==> src/rtl/wm_dist_monitor.sv <==
// Periodic ranging scheduler: issues distChkEn requests, captures results or flags timeouts,
// smooths samples and drives a hysteresis near/far flag. Define WM_DIST_AVG_EN for the 4-tap average.
module wm_dist_monitor #(
    parameter int          PERIOD_MS  = 100,
    parameter int          TIMEOUT_MS = 60,
    parameter logic [7:0]  NEAR_TH    = 8'd20,
    parameter logic [7:0]  FAR_TH     = 8'd30
) (
    input  logic       clk,
    input  logic       rstn,
    input  logic       monEn,
    input  logic       clkCnt_1msEnd,
    input  logic       usDistEn,
    input  logic [7:0] usDist,
    output logic       distChkEn,
    output logic       distVld,
    output logic [7:0] distAvg,
    output logic       objNear,
    output logic       objNearChg,
    output logic       usTimeout,
    output logic       usErr
);

    localparam int MAXMS = (PERIOD_MS > TIMEOUT_MS) ? PERIOD_MS : TIMEOUT_MS;
    localparam int CW    = $clog2(MAXMS) + 1;
    localparam logic [CW-1:0] PER_LAST = CW'(PERIOD_MS - 1);
    localparam logic [CW-1:0] TO_LAST  = CW'(TIMEOUT_MS - 1);

    typedef enum logic [1:0] {S_IDLE, S_REQ, S_WAIT, S_HOLD} state_e;

    state_e          state_q, state_d;
    logic [CW-1:0]   cnt_q, cnt_d;
    logic            cap;
    logic [7:0]      avg;
    logic            distVld_q, objNear_q, objNearChg_q, usErr_q;

    always_ff @(posedge clk or negedge rstn) begin
        if (!rstn) begin
            state_q <= S_IDLE;
            cnt_q   <= '0;
        end else begin
            state_q <= state_d;
            cnt_q   <= cnt_d;
        end
    end

    always_comb begin
        state_d   = state_q;
        cnt_d     = cnt_q;
        cap       = 1'b0;
        usTimeout = 1'b0;
        if (!monEn) begin
            state_d = S_IDLE;
            cnt_d   = '0;
        end else begin
            case (state_q)
                S_IDLE: state_d = S_REQ;
                S_REQ: begin
                    cnt_d   = '0;
                    state_d = S_WAIT;
                end
                S_WAIT: begin
                    // A result arriving on the timeout tick takes priority over the timeout.
                    if (usDistEn) begin
                        cap     = 1'b1;
                        cnt_d   = '0;
                        state_d = S_HOLD;
                    end else if (clkCnt_1msEnd) begin
                        if (cnt_q == TO_LAST) begin
                            usTimeout = 1'b1;
                            cnt_d     = '0;
                            state_d   = S_HOLD;
                        end else begin
                            cnt_d = cnt_q + 1'b1;
                        end
                    end
                end
                S_HOLD: begin
                    if (clkCnt_1msEnd) begin
                        if (cnt_q == PER_LAST) begin
                            cnt_d   = '0;
                            state_d = S_REQ;
                        end else begin
                            cnt_d = cnt_q + 1'b1;
                        end
                    end
                end
                default: begin
                    state_d = S_IDLE;
                    cnt_d   = '0;
                end
            endcase
        end
    end

    assign distChkEn = (state_q == S_REQ);

`ifdef WM_DIST_AVG_EN
    logic [3:0][7:0] buf_q;
    logic            fill_q;
    logic [9:0]      sum;

    // An empty buffer is primed with the first sample so the average starts exact.
    always_ff @(posedge clk or negedge rstn) begin
        if (!rstn) begin
            buf_q  <= '0;
            fill_q <= 1'b0;
        end else if (cap) begin
            buf_q  <= fill_q ? {buf_q[2:0], usDist} : {4{usDist}};
            fill_q <= 1'b1;
        end else if (!monEn) begin
            fill_q <= 1'b0;
        end
    end

    always_comb begin
        sum = {2'b00, buf_q[0]} + {2'b00, buf_q[1]} + {2'b00, buf_q[2]} + {2'b00, buf_q[3]};
        avg = 8'(sum >> 2);
    end
`else
    logic [7:0] raw_q;

    always_ff @(posedge clk or negedge rstn) begin
        if (!rstn)    raw_q <= '0;
        else if (cap) raw_q <= usDist;
    end

    assign avg = raw_q;
`endif

    always_ff @(posedge clk or negedge rstn) begin
        if (!rstn) begin
            distVld_q    <= 1'b0;
            objNear_q    <= 1'b0;
            objNearChg_q <= 1'b0;
            usErr_q      <= 1'b0;
        end else begin
            distVld_q    <= cap;
            objNearChg_q <= 1'b0;
            if (distVld_q) begin
                if (!objNear_q && avg <= NEAR_TH) begin
                    objNear_q    <= 1'b1;
                    objNearChg_q <= 1'b1;
                end else if (objNear_q && avg >= FAR_TH) begin
                    objNear_q    <= 1'b0;
                    objNearChg_q <= 1'b1;
                end
            end
            if (cap)            usErr_q <= 1'b0;
            else if (usTimeout) usErr_q <= 1'b1;
        end
    end

    assign distVld    = distVld_q;
    assign distAvg    = avg;
    assign objNear    = objNear_q;
    assign objNearChg = objNearChg_q;
    assign usErr      = usErr_q;

endmodule

==> config.mk <==
export PLATFORM = sky130hd
export DESIGN_NAME = wm_dist_monitor
export DESIGN_NICKNAME = d
export VERILOG_FILES = /design/src/rtl/wm_dist_monitor.sv
export SDC_FILE = /design/constraint.sdc
export NUM_CORES = 1
export LEC_CHECK = 0
export CELL_PAD_IN_SITES_DETAIL_PLACEMENT = 1
export CELL_PAD_IN_SITES_GLOBAL_PLACEMENT = 1
export CORE_MARGIN = 2
export CORE_UTILIZATION = 34
export CTS_CLUSTER_SIZE = 12
export DETAILED_ROUTE_END_ITERATION = 10
export GPL_ROUTABILITY_DRIVEN = 0
export GPL_TIMING_DRIVEN = 0
export HOLD_SLACK_MARGIN = 0.03
export PLACE_DENSITY_LB_ADDON = 0.25
export SLEW_MARGIN = 20
export SYNTH_ARGS = -nofsm -noshare
export SYNTH_HDL_FRONTEND = slang
export SYNTH_SLANG_ARGS = --single-unit
export TNS_END_PERCENT = 100
==> constraint.sdc <==
create_clock -name clk -period 1.7 [get_ports clk]
set_input_delay 0.255 -clock clk [delete_from_list [all_inputs] [get_ports clk]]
set_output_delay 0.255 -clock clk [all_outputs]
set_load 0.1 [all_outputs]
* After elaboration in Yosys (flattened, before gate mapping)
Cells that the tools add are included.
Storage, ports and cells: flip-flop bits (word level) 22, bits of input ports 13, output and inout bits 14, word-level logic and storage cells 58
Cells by class: add/subtract/negate cells 1, order comparisons 2, equality and inequality tests 10, multiplexer cells 29, reduce and logical (&&, ||, !) cells 9
Operators by type and width (number):
- 8-bit 2-to-1 mux | 6
- 8-bit case mux with 3 select lines | 1
- 1-bit 2-to-1 mux | 15
- 2-bit 2-to-1 mux | 6
- 8-bit by 1-bit adder with 8-bit output, second input constant | 1
- 8-bit by 6-bit == test with 1-bit output, second input constant | 1
- 8-bit by 7-bit == test with 1-bit output, second input constant | 1
- 8-bit by 5-bit >= comparator with 1-bit output, second input constant | 1
- 8-bit by 5-bit <= comparator with 1-bit output, second input constant | 1
- 4-bit inequality test, second input constant | 2
- 2-bit case mux with 4 select lines | 1
- 3-bit inequality test, second input constant | 2
- 2-bit == test, second input constant | 2
- 4-bit by 1-bit inequality test with 1-bit output, second input constant | 1
- 4-bit AND reduction | 1
- 2-bit nonzero test | 2
- 3-bit AND reduction | 1
- 2-bit by 1-bit == test with 1-bit output, second input constant | 1
- 1-bit logical AND | 2
- 2-bit logical NOT | 1
- 2-bit AND reduction | 1
- 1-bit logical NOT | 1

* Depth between registers and ports, before layout
Gate-level depths: netlist of the first run.
depth after elaboration 8, depth in mapped cells 6, gate-level depth less buffers 6

* Worst setup path after synthesis of the first run
OpenSTA, ideal clock, no wires.
path kind reg2reg, from register state_q[0], to register cnt_q[5], library setup time 87 ps, data arrival time 1826 ps, required time 1613 ps, setup slack -213 ps, stages on the path, launching flop included 6, buffers on the path 0, period minus slack after synthesis 1913 ps, cells stage by stage dfrtp_1 ha_1 nand2b_1 nor3_1 o21ai_0 o211ai_1
Between the ends: word-level cells in the longest chain between the ends 3, elaborated cells on any way between the ends 9, those cells by class eq/ne (6); mux (2); reduce/logical (1)
Ends and longest elaborated chain:
- start, declared | line 31 | state_e state_q, state_d;
- start signal, assigned | line 42 | state_q <= state_d;
- 2-bit by 1-bit == test with 1-bit output (*)
- named net distChkEn | line 15 | output logic distChkEn,
- 4-bit by 1-bit inequality test with 1-bit output (no source line) or 8-bit case mux with 3 select lines (tied branches)
- 3-bit AND reduction (no source line) or 8-bit 2-to-1 mux (tied branches)
- end signal, assigned | line 43 | cnt_q <= cnt_d;
- end, declared | line 32 | logic [CW-1:0] cnt_q, cnt_d;
Mark *: on every way through the listed nets, which the timed path passes. The rest lies on a longest branch. A chain may end at the register's enable or synchronous reset.

* Worst setup path in the final report of the first run
from register state_q[0], to output usTimeout
Between the ends: word-level cells in the longest chain between the ends 3
Ends and longest elaborated chain:
- 2-bit == test | line 56 | case (state_q)
- 1-bit 2-to-1 mux | line 56
- 1-bit 2-to-1 mux | line 52 | if (!monEn) begin
- end, declared | line 20 | output logic usTimeout,
No other way between the ends.

==> out/metrics.csv, run 1 <==
stage;metric;value;unit
outcome;status;complete, but fails checks;
outcome;violations;setup timing;
critical_path;cp_slowest_cell;dfrtp_1;
critical_path;crit_end;usTimeout;
clocking;numCtsBuffers;3;
clocking;cts_buffer_depth;2;
critical_path;critical_path.top_delay_family;flip-flops;
clocking;cts.sinks;22;
sta;setup_ws;-118;ps
floorplan;rows;21;
layout;layout-drive-gt1-share;0.376;
yosys;yosys-top-cells-count;dfrtp_1, o21ai_0, o211ai_1;
place;portBuffers;26;
global_route;grt_util_met3;0.0414;
critical_path;worstSetupPathType;flop to output port;
sta;slew_headroom;0.631;
hold_path;hp-class;primary input to asynchronous set/reset pin;
clocking;clkLatencyLatePin;310;ps
yosys;ys_types;31;
global_route;grt_use_met2;0.277;
layout;final_util;0.515;
yosys;synth.net_count;126;
critical_path;rrSetupSlack;50;ps
clocking;cts_tree;yes;
clocking;cts_max_level;1;
layout;nets;167;
sta;finalSetupViolCount;1;
sta;fin_skew;10.2;ps
global_route;busiest_layer;met2;
layout;final_cells;195;
critical_path;crit_start;state_q[0];
yosys;yosysWarnings;0;
detailed_routing;first_pass_iters;4;
yosys;synth-async-reset-ratio;1.00;
yosys;synth_area_leaders;dfrtp_1, mux2_2, o211ai_1;
global_route;antenna_found_initial;0;
global_route;grt_use_total;0.159;
power_and_ir_drop;internal_power;0.00126;W
detailed_routing;wl_per_cell;15.8;um
critical_path;r2r-end;state_q[1];
critical_path;critPathMaxStageDelay;430;ps
floorplan;io_pins;27;
detailed_routing;drt_wl_total;3080;um
yosys;ys_seq_area_frac;0.470;
floorplan;coreArea;3340;um2
critical_path;worstSetupStartpointType;flop;
yosys;ys.flop_type;dfrtp_1;
place;place_area;1490;um2
power_and_ir_drop;leakagePower;0.683;nW
power_and_ir_drop;clockPowerShare;0.107;
power_and_ir_drop;ir_drop;1.06;mV
layout;n_antenna_cell;0;
global_route;grt_pass1_vias;1016;
power_and_ir_drop;power_frac_comb;0.609;
power_and_ir_drop;p_switching;0.00152;W
critical_path;path_max_fanout;4;
place;post-dp-hpwl;2120;um
critical_path;critical_path_required;1440;ps
yosys;synthCells;109;
sta;worst_pin_slew;555;ps
floorplan;die-width;62.7;um
power_and_ir_drop;switching_share;0.546;
layout;design_area;1720;um2
yosys;syn_avg_cell_area;10.8;um2
critical_path;cp.depth;5;
detailed_routing;dr_total_vias;1045;
power_and_ir_drop;pwr_density_cell;1620;nW/um2
sta;slew_violations;0;
detailed_routing;route.detailed.drc;0;
critical_path;end_kind;output port;
power_and_ir_drop;p_seq_frac;0.284;
layout;area_growth;46.5;%
floorplan;start_util;0.351;
sta;finalHoldViolations;0;
sta;grt_setup_unrepaired;true;
critical_path;rr_startpoint;state_q[0];
detailed_routing;ant_nets;0;
sta;max_freq;0.550;GHz
global_route;overflow;0;
critical_path;critPathArrivalTime;1560;ps
global_route;grt_first_pass_wirelength;4870;um
yosys;yosys.area.top_type;dfrtp_1;
sta;min_period;1820;ps
sta;min_period_over_period;1.07;
global_route;use_met1;0.192;
yosys;synth-seq-cells;22;
floorplan;die_y;62.7;um
yosys;synth_area;1170;um2
clocking;cts.clk_slew.worst_paths;130;ps
yosys;synth_top_area_frac;0.470;
critical_path;reg2reg_depth;7;
clocking;root_buffer;clkbuf_4;
global_route;grt_start_max_net_pins;23;
floorplan;die-area;3930;um2
detailed_routing;drt_iter0_drc;30;
critical_path;crit_chain;inv_2 -> ha_4 -> and3b_2 -> and3_4 -> buf_12;
critical_path;path_buf_inv;2;
yosys;synth_most_common_cell;dfrtp_1;
run;drv_cap;0;
yosys;synth_edf_count;0;
place;placed_cells;181;
detailed_routing;via_per_inst;5.36;
power_and_ir_drop;p_total;0.00278;W
cell usage in the layout (no fill, tap or decap), types with 3 or more instances in the layout:
cell / instances
clkbuf_4: 4
nand3_1: 4
inv_1: 4
nor2_1: 3
clkdlybuf4s15_2: 12
dfrtp_1: 19
clkdlybuf4s50_1: 11
o211ai_1: 11
dfrtp_2: 3
o21ai_0: 12
nand2_1: 6
mux2_2: 8
buf_4: 9
nor2b_1: 3
per-layer routing:
metal | vias to the layer above | wire length [um] | share of wire
met5 | - | 0 | 0
met3 | 2 | 102 | 0.033
met4 | 0 | 27 | 0.0088
li1 | 489 | - | -
met2 | 20 | 1610 | 0.52
met1 | 534 | 1330 | 0.43
power groups by stage:
stage / sequential [W] / combinational (W) / clock [W]
CTS: 0.000787 / 0.00159 / 0.000305
global placement: 0.000785 / 0.00158 / 0
floorplan: 0.00155 / 0.000450 / 0
global route: 0.000814 / 0.00177 / 0.000328
finish: 0.000790 / 0.00169 / 0.000297
detailed placement: 0.000797 / 0.00159 / 0
stage by stage:
step	setup WS, ps	TNS [ps]	hold WS [ps]
floorplan	46.4	0	-40.6
global placement	-979	-4720	474
detailed placement	-994	-5090	508
CTS	-217	-1590	520
global route	-189	-363	483
finish	-118	-118	444
sequential cells by signal (all words and copies together), names as in the netlist:
register / count
cnt_q: 8
objNear: 1
usErr: 1
objNearChg: 1
distVld: 1
distAvg: 8
state_q: 2
area by class of cell:
cell class | count | area, um2
Fill cell | 370 | 1620
Multi-Input combinational cell | 81 | 684
Sequential cell | 22 | 554
Timing Repair Buffer | 36 | 355
Tap cell | 46 | 57.6
Clock buffer | 4 | 36.3
Inverter | 5 | 18.8
Buffer | 1 | 11.3
worst min path at each step:
stage	startpoint	depth (start not counted)	slack, ps	end
floorplan	rstn	0	-40	cnt_q[0]
global placement	usErr	1	470	usErr
detailed placement	usErr	1	510	usErr
CTS	rstn	1	520	distAvg[7]
global route	rstn	2	480	distAvg[7]
finish	rstn	2	440	distAvg[7]
cell families (layout without fill, tap and decap cells):
logic type                 Yosys count  count (layout)  synth area share
and+or+nand+nor                     34              34             0.175
muxes                               10              10            0.0939
buffers and inverters                6              46            0.0203
adders and majority gates            4               4            0.0427
AOI/OAI and AO/OA                   33              33             0.199
DFF                                 22              22             0.470
worst register-to-register path, stage by stage (launching register included):
cell and delay, ps:
dfrtp_1 420, inv_2 70, ha_4 170, and3b_2 200
buf_4 140, o41a_4 150, nor3_4 250, mux2i_1 200
what timing repair did:
item | CTS | global route
hold buffers | 0 | 1
resized for setup | 57 | 18
endpoints found under the hold margin | 0 | 22
endpoints found under the setup margin | 24 | 14
setup buffers | 2 | 7
pin swaps | 1 | 6
cloned | 0 | 0
No activity file was read; power rests on OpenSTA's default activity.
==> inputs of run 2 (changes only) <==
Settings changed: SKIP_CTS_REPAIR_TIMING from default to 1.
==> out/metrics.csv, run 2 (same netlist as run 1, synthesis figures left out) <==
stage;metric;value;unit;change
place;portBuffers;26;;unchanged
sta;slew_violations;0;;unchanged
global_route;grt_use_total;0.155;;-0.00390
critical_path;worstSetupPathType;flop to output port;;
sta;fin_skew;11.7;ps;+1.44 ps
global_route;overflow;0;;unchanged
floorplan;io_pins;27;;unchanged
power_and_ir_drop;p_switching;0.00151;W;-0.50%
sta;min_period_over_period;1.12;;+0.0468
clocking;root_buffer;clkbuf_4;;
global_route;grt_start_max_net_pins;23;;unchanged
clocking;numCtsBuffers;3;;unchanged
detailed_routing;ant_nets;0;;unchanged
run;drv_cap;0;;unchanged
layout;n_antenna_cell;0;;unchanged
place;place_area;1490;um2;unchanged
sta;finalHoldViolations;0;;unchanged
critical_path;critical_path_required;1440;ps;about the same
floorplan;coreArea;3340;um2;unchanged
critical_path;critPathArrivalTime;1640;ps;+80 ps
layout;layout-drive-gt1-share;0.362;;-0.0134
global_route;grt_pass1_vias;1001;;-1.5%
floorplan;die-area;3930;um2;unchanged
clocking;cts.clk_slew.worst_paths;130;ps;about the same
detailed_routing;wl_per_cell;15.7;um;-0.16%
clocking;cts.sinks;22;;unchanged
critical_path;path_max_fanout;4;;unchanged
detailed_routing;drt_wl_total;3070;um;-0.16%
floorplan;rows;21;;unchanged
power_and_ir_drop;p_seq_frac;0.297;;+0.013
critical_path;rrSetupSlack;10;ps;-40 ps
sta;grt_setup_unrepaired;true;;
clocking;cts_max_level;1;;unchanged
outcome;status;complete, but fails checks;;
outcome;violations;setup timing;;
floorplan;start_util;0.351;;unchanged
detailed_routing;drt_iter0_drc;40;;+33%
clocking;clkLatencyLatePin;310;ps;about the same
clocking;cts_tree;yes;;
power_and_ir_drop;leakagePower;0.715;nW;+4.7%
sta;slew_headroom;0.359;;-0.272
detailed_routing;first_pass_iters;4;;unchanged
sta;worst_pin_slew;960;ps;+404 ps
power_and_ir_drop;power_frac_comb;0.592;;-0.017
sta;min_period;1900;ps;+79.5 ps
detailed_routing;dr_total_vias;1035;;-0.96%
power_and_ir_drop;internal_power;0.00117;W;-7.5%
global_route;grt_first_pass_wirelength;4740;um;-2.7%
sta;max_freq;0.527;GHz;-4.2%
layout;final_cells;195;;unchanged
power_and_ir_drop;ir_drop;0.942;mV;-11%
sta;setup_ws;-197;ps;-79.5 ps
layout;area_growth;39.6;%;
layout;mostFrequentLayoutCells;dfrtp_1, o21ai_0, o211ai_1, clkdlybuf4s50_1, clkbuf_2;;
layout;mostFrequentLayoutCell;dfrtp_1;;
hold_path;hp-class;primary input to asynchronous set/reset pin;;
power_and_ir_drop;clockPowerShare;0.111;;+0.004
place;placed_cells;181;;unchanged
clocking;cts_buffer_depth;2;;unchanged
sta;finalSetupViolCount;1;;unchanged
power_and_ir_drop;pwr_density_cell;1630;nW/um2;+1.1%
layout;fillers;387;;+4.6%
critical_path;worstSetupStartpointType;flop;;
detailed_routing;route.detailed.drc;0;;unchanged
floorplan;die-width;62.7;um;unchanged
layout;nets;167;;unchanged
critical_path;end_kind;output port;;
global_route;antenna_found_initial;0;;unchanged
place;post-dp-hpwl;2120;um;unchanged
place;dp_slack;-994;ps;unchanged
detailed_routing;via_per_inst;5.31;;-0.96%
layout;design_area;1640;um2;-4.7%
floorplan;die_y;62.7;um;unchanged
power_and_ir_drop;switching_share;0.564;;+0.0180
run 2: path summary, 6_finish.rpt:
kind	from	endpoint	depth (start not counted)
min reg2reg	usErr	usErr	1
max reg2reg	cnt_q[0]	state_q[1]	6
min in group clk	usErr	usErr	1
min	rstn	distAvg[7]	2
max in group asynchronous	rstn	cnt_q[3]	2
max	state_q[0]	usTimeout	5
run 2: power by group through the flow:
stage / combinational, W / clock, W / sequential [W]
floorplan: 0.000450 / 0 / 0.00155
global placement: 0.00158 / 0 / 0.000785
detailed placement: 0.00159 / 0 / 0.000797
CTS: 0.00160 / 0.000305 / 0.000785
global route: 0.00167 / 0.000328 / 0.000816
finish: 0.00158 / 0.000298 / 0.000794
run 2: area by class of cell:
class | count | area [um2] | share of cell area
tap | 46 | 57.6 | 0.0352
clock buffer | 4 | 36.3 | 0.0222
multi-input combinational | 81 | 674 | 0.412
timing repair buffer | 36 | 285 | 0.174
inverter | 5 | 18.8 | 0.0115
sequential | 22 | 553 | 0.338
buffer | 1 | 11.3 | 0.00688
run 2: metal layers:
| metal | vias up | global-route usage | part of all wire |
|---|---|---|---|
| li1 | 489 | - | - |
| met1 | 528 | 0.189 | 0.43 |
| met2 | 16 | 0.261 | 0.53 |
| met3 | 2 | 0.0432 | 0.029 |
| met4 | 0 | 0.0556 | 0.0088 |
| met5 | - | 0 | 0 |
run 2: per-stage QoR:
| stage | power (W) | hold slack [ps] | setup TNS [ps] | utilization |
|---|---|---|---|---|
| 3_3_place_gp | 0.00236 | 474 | -4720 | 0.448 |
| 5_1_grt | 0.00281 | 469 | -633 | 0.490 |
| 3_5_place_dp | 0.00239 | 508 | -5090 | 0.448 |
| 6_report | 0.00268 | 426 | -197 | 0.490 |
| 2_1_floorplan | 0.00200 | -40.6 | 0 | - |
| 4_1_cts | 0.00269 | 520 | -8550 | 0.459 |
run 2: critical path: stages, from the launching register on:
cell     delay, ps
dfrtp_1        440
inv_2          100
ha_4           160
and3b_2        230
and3_4         220
buf_12         170
==> inputs of run 3 (changes only) <==
Settings changed: GPL_ROUTABILITY_DRIVEN 0 to default.
==> results of run 3 <==
Same layout as run 2: the final DEF is identical, and so are final timing and power.
==> patch (settings of run 3) <==
The option `WM_DIST_AVG_EN` is turned on by a define.
--- a/src/rtl/wm_dist_monitor.sv
+++ b/src/rtl/wm_dist_monitor.sv
@@ -1,5 +1,7 @@
 // Periodic ranging scheduler: issues distChkEn requests, captures results or flags timeouts,
 // smooths samples and drives a hysteresis near/far flag. Define WM_DIST_AVG_EN for the 4-tap average.
+`define WM_DIST_AVG_EN
+
 module wm_dist_monitor #(
     parameter int          PERIOD_MS  = 100,
     parameter int          TIMEOUT_MS = 60,
Check against the original RTL: same outputs for any inputs over 10 cycles, from zero or initial values and one cycle with rstn low; that may be too few to reach the edited logic, so the function may still have changed.
==> patch against run 3 <==
The flow still finishes with violations (setup timing). Core utilization fell by 1.3 points. Count of clock-buffer cells in the layout rose by 1. Sequential cell count rose by 25. Die area rose by 150%. Worst setup slack got worse by 1800 ps. Routed wire length rose by 150%. Synthesized area rose to 2.6 times the old value. Cell area rose to 2.5 times the old value. Via count rose by 130%. Clock skew fell by 5.3 ps. Sequential share of layout area fell by 5.4 points. Critical path type unchanged.
Power is left out: the tool's default activity adds up to more than one toggle a clock period on the data nets, which glitch-free logic cannot reach.
==> patch: results (changes against run 3) <==
Timing:
- The remaining max-slew budget at the tightest pin is 35.47% (-0.43 points).
- The worst clock skew is 6.381 ps (-5.308 ps).
- The number of setup violations in the final report is 20 (+19).
- The worst setup margin was -2012 ps (-1814 ps).
- The summed negative setup slack over all endpoints is -17,470 ps (-17,270 ps).
- The final-report hold violation count is 0 (unchanged).

Route:
- The routed wire length was 7.602 mm (+150%).
- The number of detailed-routing iterations run before antenna repair was 4 (unchanged).
- The count of vias placed by the detailed router is 2,422 (+130%).
- The number of DRC violations after detailed-routing iteration 0 is 52 (+30%).

Clocking:
- The CTS H-tree depth is 2 (+1).
- The register clock-pin slew on the reported worst setup and hold paths came to 100 ps (-30 ps).
- The total CTS buffers is 5 (+2).
- The clock latency on the worst-skew pair is 310 ps (about the same).
- The tree is rooted in a sky130_fd_sc_hd__clkbuf_8.
- The worst-case clock buffer depth is 2 (unchanged).

Finish:
- The fraction of layout instances using a drive strength above 1 is 32.88% (-3.4 points).
- The total inserted antenna cells was 0 (unchanged).
- The largest registers in the layout are buf_q: 32 flops, cnt_q: 8 flops, state_q: 2 flops.
- The net count of the finished layout is 405 (+140%).

GRT:
- The pin count of the biggest net entering global routing was 48 (+110%).
- The initial antenna violation count is 0 (unchanged).
- The number of global-route vias before repair is 2,518 (+150%).
- The overall routing resource usage was 15.70% (+0.23 points).
- The wire length of the first global-routing pass came to 12.41 mm (+160%).

Logic synthesis:
- By area the synthesized netlist is led by sky130_fd_sc_hd__dfrtp_1, sky130_fd_sc_hd__fa_1, sky130_fd_sc_hd__inv_1.
- The net count after synthesis is 351 (+180%).
- The register area share after synthesis is 38.97% (-8.0 points).
- The total number of yosys warnings was 0 (unchanged).
- The share of synthesized registers carrying an async set or reset came to 100.0% (unchanged).
- The number of library cell types mapped by synthesis was 51 (+65%).
- After synthesis, the most frequently instantiated cells are sky130_fd_sc_hd__dfrtp_1, sky130_fd_sc_hd__inv_1, sky130_fd_sc_hd__a21oi_1, sky130_fd_sc_hd__nand2_1, sky130_fd_sc_hd__fa_1.

Outcome:
- The run finished, with violations left.
- The final reports fail on setup timing.

Placed design:
- The post-detailed-placement half-perimeter wirelength is 5.326 mm (+150%).
- The post-placement setup slack is -2906 ps (-1912 ps).
- The final estimated routing congestion in global placement is 0.7742 (-1.3%).
- The number of buffer cells added on primary ports is 25 (-3.8%).

Hold path:
- The classification of the worst-slack hold path is input port to flop.
- The instance count along the most critical hold path is 3.

Critical path:
- The worst path arrival time is 3460 ps (+1820 ps).
- The count of cells along the worst register-to-register path is 15 (+9).
- The largest fanout of any net on the critical path is 6 (+2).
-- patch: cell count changes after synthesis, sizes merged, moves of 5 or more --
cell           run 3  this run
xnor2              0         5
a211oi             0        15
nor2b              3        11
ha                 4        11
nor2               3         8
dfrtp             22        47
o211ai            11         2
a21oi              0        30
fa                 0        16
o21ai             15        21
clkbuf             0         9
nand2              6        24
inv                5        45
-- patch: final timing paths --
path,start,endpoint,slack (ps)
min reg2reg,buf_q[24]$_DFFE_PN0P_,buf_q[24]$_DFFE_PN0P_,510
max in group asynchronous,rstn,state_q[0]$_DFFE_PN0P_,720
max,buf_q[3]$_DFFE_PN0P_,distAvg[7],-2010
min,monEn,fill_q$_DFFE_PN0P_,330
max reg2reg,buf_q[17]$_DFFE_PN0P_,objNear$_DFFE_PN0P_,-1730
min in group asynchronous,rstn,buf_q[24]$_DFFE_PN0P_,500
-- patch: area by class of cell --
type | instances | area, sq um
Clock inverter | 2 | 37.54
Tap cell | 108 | 135.1
Timing Repair Buffer | 48 | 499.2
Sequential cell | 47 | 1179
Multi-Input combinational cell | 205 | 1951
Inverter | 45 | 175.2
Fill cell | 973 | 4533
Clock buffer | 5 | 68.82
Buffer | 13 | 100.1
-- patch: logic make-up after synthesis --
logic type,synth area share (%)
adder cells (fa/ha/maj),15.17
multiplexers,3.317
buffers and inverters,8.043
AND/OR/NAND/NOR,12.81
AO/OA/AOI/OAI,19.69
XOR/XNOR,1.990
flip-flops,38.97
-- patch: critical path: stages (launching register included) --
cell	delay [ps]
sky130_fd_sc_hd__dfrtp_1	360
sky130_fd_sc_hd__inv_1	60
sky130_fd_sc_hd__fa_1	540
sky130_fd_sc_hd__inv_1	60
sky130_fd_sc_hd__fa_1	510
sky130_fd_sc_hd__ha_2	350
sky130_fd_sc_hd__and2b_2	240
sky130_fd_sc_hd__o221a_4	230
sky130_fd_sc_hd__o21a_1	190
sky130_fd_sc_hd__o21a_1	200
sky130_fd_sc_hd__o21ai_2	160
sky130_fd_sc_hd__nand2b_4	70
sky130_fd_sc_hd__buf_12	160
-- patch: metal layers --
layer	vias up	global-route usage (%)	wire length (microns)
met3	7	2.147	131
met4	0	3.793	74
met2	21	26.40	3766
met5	-	0	0
met1	1230	21.63	3629
li1	1164	-	-
-- patch: through the flow --
step / hold slack, ps / area (sq um) / cells / utilization [%]
floorplan: -40.59 / 3207 / 311 / -
global placement: 474.4 / 3592 / 444 / 41.39
detailed placement: 336.3 / 3590 / 444 / 41.36
CTS: 4.114 / 3696 / 451 / 42.59
global route: 380.7 / 4145 / 473 / 47.77
finish: 330.6 / 4145 / 473 / 47.77
